## src/rtl/pdmafifo_sync_ctrl_if.sv

```systemverilog
// Bundle between the FIFO controller, its writer/reader and the external dual-port RAM.
// The slave modport is the controller's view; master is the environment driving it.
interface pdmafifo_sync_ctrl_if #(
   parameter int WIDTH = 18,
   parameter int ADDRW = 10
);
   logic             we;
   logic [WIDTH-1:0] din;
   logic             re;
   logic             full;
   logic             afull;
   logic             empty;
   logic             aempty;
   logic             wr_ack;
   logic             overflow;
   logic             underflow;
   logic             rd_dvld;
   logic [ADDRW:0]   count;
   logic             MEMWE;
   logic [ADDRW-1:0] MEMWADDR;
   logic [WIDTH-1:0] MEMWD;
   logic             MEMRE;
   logic [ADDRW-1:0] MEMRADDR;
   logic [WIDTH-1:0] MEMRD;
   logic [WIDTH-1:0] dout;

   modport master (
      output we, din, re, MEMRD,
      input  full, afull, empty, aempty, wr_ack, overflow, underflow, rd_dvld,
      input  count, MEMWE, MEMWADDR, MEMWD, MEMRE, MEMRADDR, dout
   );

   modport slave (
      input  we, din, re, MEMRD,
      output full, afull, empty, aempty, wr_ack, overflow, underflow, rd_dvld,
      output count, MEMWE, MEMWADDR, MEMWD, MEMRE, MEMRADDR, dout
   );
endinterface

```

## src/rtl/pdmafifo_sync_ctrl.sv

```systemverilog
// Single-clock FIFO controller: pointers, occupancy count and registered status flags
// for an external 1-cycle-latency dual-port RAM feeding the FWFT output stage.
module pdmafifo_sync_ctrl #(
   parameter int WIDTH      = 18,
   parameter int DEPTH      = 1024,
   parameter int ADDRW      = 10,
   parameter int AFULL_VAL  = 1020,
   parameter int AEMPTY_VAL = 4
) (
   input logic                 clk,
   input logic                 rst,
   pdmafifo_sync_ctrl_if.slave bus
);
   localparam int CW = ADDRW + 1;
   localparam logic [ADDRW:0] DEPTH_C  = CW'(DEPTH);
   localparam logic [ADDRW:0] AFULL_C  = CW'(AFULL_VAL);
   localparam logic [ADDRW:0] AEMPTY_C = CW'(AEMPTY_VAL);

   logic [ADDRW:0]   wr_ptr_q, wr_ptr_d;
   logic [ADDRW:0]   rd_ptr_q, rd_ptr_d;
   logic [ADDRW:0]   count_q, count_d;
   logic             full_q, full_d;
   logic             afull_q, afull_d;
   logic             empty_q, empty_d;
   logic             aempty_q, aempty_d;
   logic             wr_ack_q, wr_ack_d;
   logic             overflow_q, overflow_d;
   logic             underflow_q, underflow_d;
   logic             rd_dvld_q, rd_dvld_d;
   logic             wa;
   logic             ra;
   logic [WIDTH-1:0] wr_data;
   logic [WIDTH-1:0] rd_data;

   // Accepts use only registered flags, so no path exists from we/re to any flag.
   always_comb begin
      wa          = bus.we & ~full_q;
      ra          = bus.re & ~empty_q;
      wr_ptr_d    = wr_ptr_q;
      rd_ptr_d    = rd_ptr_q;
      count_d     = count_q;
      if (wa) wr_ptr_d = wr_ptr_q + CW'(1);
      if (ra) rd_ptr_d = rd_ptr_q + CW'(1);
      case ({wa, ra})
         2'b10:   count_d = count_q + CW'(1);
         2'b01:   count_d = count_q - CW'(1);
         default: count_d = count_q;
      endcase
      full_d      = (count_d == DEPTH_C);
      empty_d     = (count_d == '0);
      afull_d     = (count_d >= AFULL_C);
      aempty_d    = (count_d <= AEMPTY_C);
      wr_ack_d    = wa;
      overflow_d  = bus.we & full_q;
      underflow_d = bus.re & empty_q;
      rd_dvld_d   = ra;
   end

   always_ff @(posedge clk or negedge rst) begin
      if (!rst) begin
         wr_ptr_q    <= '0;
         rd_ptr_q    <= '0;
         count_q     <= '0;
         full_q      <= 1'b0;
         afull_q     <= 1'b0;
         empty_q     <= 1'b1;
         aempty_q    <= 1'b1;
         wr_ack_q    <= 1'b0;
         overflow_q  <= 1'b0;
         underflow_q <= 1'b0;
         rd_dvld_q   <= 1'b0;
      end else begin
         wr_ptr_q    <= wr_ptr_d;
         rd_ptr_q    <= rd_ptr_d;
         count_q     <= count_d;
         full_q      <= full_d;
         afull_q     <= afull_d;
         empty_q     <= empty_d;
         aempty_q    <= aempty_d;
         wr_ack_q    <= wr_ack_d;
         overflow_q  <= overflow_d;
         underflow_q <= underflow_d;
         rd_dvld_q   <= rd_dvld_d;
      end
   end

   // The RAM registers its read data, so MEMRD lines up with rd_dvld without extra staging.
   assign wr_data       = bus.din;
   assign rd_data       = bus.MEMRD;
   assign bus.MEMWE     = wa;
   assign bus.MEMWD     = wr_data;
   assign bus.MEMWADDR  = wr_ptr_q[ADDRW-1:0];
   assign bus.MEMRE     = ra;
   assign bus.MEMRADDR  = rd_ptr_q[ADDRW-1:0];
   assign bus.dout      = rd_data;
   assign bus.count     = count_q;
   assign bus.full      = full_q;
   assign bus.afull     = afull_q;
   assign bus.empty     = empty_q;
   assign bus.aempty    = aempty_q;
   assign bus.wr_ack    = wr_ack_q;
   assign bus.overflow  = overflow_q;
   assign bus.underflow = underflow_q;
   assign bus.rd_dvld   = rd_dvld_q;
endmodule

```

## src/flat_wrapper.sv

```systemverilog
// flat-port wrapper written by rule: the top's interface ports become plain ports
module pdmafifo_sync_ctrl_flat 
#(
   parameter int WIDTH      = 18,
   parameter int DEPTH      = 1024,
   parameter int ADDRW      = 10,
   parameter int AFULL_VAL  = 1020,
   parameter int AEMPTY_VAL = 4
)
  (clk, rst, bus_we, bus_din, bus_re, bus_MEMRD, bus_full, bus_afull, bus_empty, bus_aempty, bus_wr_ack, bus_overflow, bus_underflow, bus_rd_dvld, bus_count, bus_MEMWE, bus_MEMWADDR, bus_MEMWD, bus_MEMRE, bus_MEMRADDR, bus_dout);
  pdmafifo_sync_ctrl_if #(.WIDTH(WIDTH), .ADDRW(ADDRW)) bus_i ();
  input logic clk;
  input logic rst;
  input wire logic [$bits(bus_i.we)-1:0] bus_we;
  input wire logic [$bits(bus_i.din)-1:0] bus_din;
  input wire logic [$bits(bus_i.re)-1:0] bus_re;
  input wire logic [$bits(bus_i.MEMRD)-1:0] bus_MEMRD;
  output wire logic [$bits(bus_i.full)-1:0] bus_full;
  output wire logic [$bits(bus_i.afull)-1:0] bus_afull;
  output wire logic [$bits(bus_i.empty)-1:0] bus_empty;
  output wire logic [$bits(bus_i.aempty)-1:0] bus_aempty;
  output wire logic [$bits(bus_i.wr_ack)-1:0] bus_wr_ack;
  output wire logic [$bits(bus_i.overflow)-1:0] bus_overflow;
  output wire logic [$bits(bus_i.underflow)-1:0] bus_underflow;
  output wire logic [$bits(bus_i.rd_dvld)-1:0] bus_rd_dvld;
  output wire logic [$bits(bus_i.count)-1:0] bus_count;
  output wire logic [$bits(bus_i.MEMWE)-1:0] bus_MEMWE;
  output wire logic [$bits(bus_i.MEMWADDR)-1:0] bus_MEMWADDR;
  output wire logic [$bits(bus_i.MEMWD)-1:0] bus_MEMWD;
  output wire logic [$bits(bus_i.MEMRE)-1:0] bus_MEMRE;
  output wire logic [$bits(bus_i.MEMRADDR)-1:0] bus_MEMRADDR;
  output wire logic [$bits(bus_i.dout)-1:0] bus_dout;
  assign bus_i.we = bus_we;
  assign bus_i.din = bus_din;
  assign bus_i.re = bus_re;
  assign bus_i.MEMRD = bus_MEMRD;
  assign bus_full = bus_i.full;
  assign bus_afull = bus_i.afull;
  assign bus_empty = bus_i.empty;
  assign bus_aempty = bus_i.aempty;
  assign bus_wr_ack = bus_i.wr_ack;
  assign bus_overflow = bus_i.overflow;
  assign bus_underflow = bus_i.underflow;
  assign bus_rd_dvld = bus_i.rd_dvld;
  assign bus_count = bus_i.count;
  assign bus_MEMWE = bus_i.MEMWE;
  assign bus_MEMWADDR = bus_i.MEMWADDR;
  assign bus_MEMWD = bus_i.MEMWD;
  assign bus_MEMRE = bus_i.MEMRE;
  assign bus_MEMRADDR = bus_i.MEMRADDR;
  assign bus_dout = bus_i.dout;
  pdmafifo_sync_ctrl #(.WIDTH(WIDTH), .DEPTH(DEPTH), .ADDRW(ADDRW), .AFULL_VAL(AFULL_VAL), .AEMPTY_VAL(AEMPTY_VAL)) u_core (.clk(clk), .rst(rst), .bus(bus_i));
endmodule
```

## config.mk

```make
export PLATFORM = sky130hd
export DESIGN_NAME = pdmafifo_sync_ctrl_flat
export DESIGN_NICKNAME = d
export VERILOG_FILES = /design/src/rtl/pdmafifo_sync_ctrl_if.sv /design/src/rtl/pdmafifo_sync_ctrl.sv /design/src/flat_wrapper.sv
export SDC_FILE = /design/constraint.sdc
export NUM_CORES = 1
export LEC_CHECK = 0
export ABC_CLOCK_PERIOD_IN_PS = 3400
export CORE_ASPECT_RATIO = 0.5
export CORE_MARGIN = 3
export CORE_UTILIZATION = 28
export CTS_CLUSTER_DIAMETER = 200
export DETAILED_ROUTE_END_ITERATION = 7
export SYNTH_ARGS = -nofsm -noshare
export SYNTH_HDL_FRONTEND = slang
export SYNTH_SLANG_ARGS = --single-unit
```

## constraint.sdc

```tcl
create_clock -name clk -period 3.4 [get_ports clk]
set_input_delay 0.68 -clock clk [delete_from_list [all_inputs] [get_ports clk]]
set_output_delay 0.68 -clock clk [all_outputs]
set_load 0.05 [all_outputs]
```

==> results.cfg <==
[global_routing]
grt_pass1_vias = 1864
grt_max_degree = 40
antenna_found_initial = 0
grt-ovfl-total = 0
grt_pass1_wl_um = 10060
grt_use_total_pct = 11.50

[clock_network]
clk_latency_ns = 0.28
cts_tree = built
cts_resized = 0
cts_setup_buffers = 0
htreeDepth = 2
clkSlewWorstSetupHoldPaths_ns = 0.06
cts_made_buffers = 5
root_buffer = clkbuf_16
cts_hold_buf = 0
clockBufferDepth = 2
clock-sinks = 39

[sta]
clock.fmax_ghz = 0.3174
finClkSkew_ns = 0.004364
relSlewSlack_pct = 40.00
drv_slew = 0
grt_setup_unrepaired = no
finalSetupTns_ns = 0
tightest_slew_ns = 0.9000
final-setup-viol-count = 0
finalHoldViolations = 0
min_period_ns = 3.151
fin_crit_sh_pct = 92.67

[power_and_ir_drop]
power_w = 0.003029
leakage_nw = 1.247
power_density_mw_per_mm2 = 970.0
max-vdd-ir-drop_mv = 0.2369

[drt]
wl_um = 6432
firstDrtPassIters = 4
wl_per_cell_um = 15.61
drtAntennaViolNets = 0
drt_iter0_markers = 134
vias_per_cell = 4.816
num_vias = 1984
drc_errors = 0

[cells_and_area]
drive_gt1_share_pct = 16.31
fin_cells = 412
nets = 326
syn_to_final_growth_pct = 14.76
finalInstanceArea_mm2 = 0.003123
nFillCells = 914
n_antenna_cell = 0

[run_status]
status = finished, final reports clean

[floorplanning]
rows = 24
core_mm2 = 0.009069
die_w_um = 145.4
initial_core_util_pct = 30.01
io_pins = 117
die_y_um = 75.71
die_area_mm2 = 0.01101

[placement]
dp_hpwl_um = 4643
finalWeightedCongestion = 0.9075
place_area_mm2 = 0.002975
dp_cells = 404
portBuffers = 44

[yosys]
syn_area_per_cell_um2 = 10.12
synth_nets = 314
yosysMostFrequentCell = dfrtp_1
synth_cell_types = 63
syn_inst = 269
ys_seq_area_share_pct = 35.95
synth-edff-count = 0
yosys.area.top_type = dfrtp_1
synthTopCellsByArea = dfrtp_1 (34%), buf_4 (9.9%), xnor2_1 (8.0%)
synth_ff_type = dfrtp_1
synth_area_mm2 = 0.002721
synth.top_cell.area_share_pct = 34.02
synth_seq_cells = 39
synth-warning-count = 0
async_flop_share_pct = 100.0
synth.top_cells.by_count = dfrtp_1 (37), buf_4 (36), xnor2_1 (25), nand2_1 (19), nor2_1 (12)

[job]
drv_cap = 0

[worst_setup_path]
r2r_setup_slack_ns = 0.64
criticalPathCategory = input pin to register
worst_setup_path_end_kind = register
cp_max_fo = 4
critPathRequiredTime_ns = 3.62
cp-start-kind = input pin
arrival_ns = 3.37

[min_path]
hold_class = register to register
[report_power, final]
group | switching (W) | internal [W]
Combinational | 0.00102 | 0.000611
Clock | 0.000177 | 0.000291
Sequential | 0.000319 | 0.000616
Total | 0.00151 | 0.00152
[layout make-up]
| type | count | area [um2] | share of cell area (%) |
|---|---|---|---|
| inverter | 10 | 37.54 | 1.202 |
| sequential | 39 | 978.4 | 31.33 |
| multi-input combinational | 167 | 1236 | 39.58 |
| tap | 130 | 162.7 | 5.208 |
| timing repair buffer | 58 | 560.5 | 17.95 |
| clock inverter | 1 | 5.005 | 0.1603 |
| clock buffer | 7 | 142.6 | 4.567 |
[worst paths after layout]
kind	cells after the start	end	startpoint
worst max-delay path	13	u_core.bus.afull	bus_re
worst max register to register	12	u_core.bus.afull	u_core.bus.empty
min in group asynchronous	1	u_core.wr_ptr_q[8]	rst
worst min-delay path	1	u_core.rd_ptr_q[9]	u_core.rd_ptr_q[9]
worst min register to register	1	u_core.rd_ptr_q[9]	u_core.rd_ptr_q[9]
max in group asynchronous	1	u_core.bus.rd_dvld	rst
[cells in the final DEF (no fill, tap or decap), types with 2 or more instances in the layout]
cell type / n
nand2_1: 19
a21o_1: 2
xnor2_1: 25
and2_1: 2
dfstp_2: 2
a22oi_1: 2
ha_1: 5
o21ai_0: 7
o2111ai_1: 2
nor3_1: 5
inv_1: 9
nor4_4: 2
buf_4: 14
a31oi_1: 2
dfrtp_1: 37
xnor2_2: 2
xor2_1: 4
nand4_1: 10
clkbuf_16: 5
a32oi_1: 2
o22ai_1: 2
and4_1: 2
a41o_1: 3
clkdlybuf4s50_1: 41
nand3_1: 8
nor4_1: 2
nor2_1: 12
or2_2: 2
nand2b_4: 2
or3_1: 3
nor2b_1: 4
buf_12: 2
a21oi_1: 9
[worst max-delay path, stage by stage]
cell and delay (ns):
clkdlybuf4s50_1 0.52, nand2b_4 0.07, inv_1 0.06, nand2_1 0.09
xnor2_1 0.14, ha_1 0.22, nor3b_2 0.19, a2111oi_1 0.37
a32oi_1 0.12, xnor2_1 0.37, nor2b_1 0.17, and4_1 0.21
a41o_1 0.17
[metrics by stage]
stage	worst slack, ns	hold slack, ns	utilization [%]
after floorplan	0.4644	0.3844	-
after global placement	0.06265	0.4607	32.81
after detailed placement	-0.0004832	0.4624	32.81
after CTS	0.2742	0.4747	34.44
after global routing	0.01954	0.4959	34.44
final	0.2491	0.4679	34.44
[flip-flops by register name, summed over array words and instances (netlist names)]
name / flops
u_core.bus.count: 11
u_core.rd_ptr_q: 10
u_core.wr_ptr_q: 10
u_core.bus.aempty: 1
u_core.bus.afull: 1
u_core.bus.empty: 1
u_core.bus.full: 1
u_core.bus.overflow: 1
u_core.bus.rd_dvld: 1
u_core.bus.underflow: 1
u_core.bus.wr_ack: 1
[logic make-up after synthesis]
kind of cell	after synthesis	share of synthesized area [%]
and+or+nand+nor	82	18.16
xor gates and xnor gates	31	10.53
muxes	2	0.7816
DFF	39	35.95
AOI/OAI and AO/OA	47	13.66
adders and majority gates	5	2.299
buffers and inverters	63	18.62
[metal layers]
| metal | wire length [um] | share of wire, % | vias to the layer above | GRT usage [%] |
|---|---|---|---|---|
| li1 | - | - | 934 | - |
| met1 | 2793 | 43 | 925 | 14.87 |
| met2 | 2977 | 46 | 88 | 18.08 |
| met3 | 451 | 7.0 | 37 | 3.209 |
| met4 | 209 | 3.2 | 0 | 5.994 |
| met5 | 0 | 0 | - | 0 |
No activity file was read; power rests on OpenSTA's default activity.
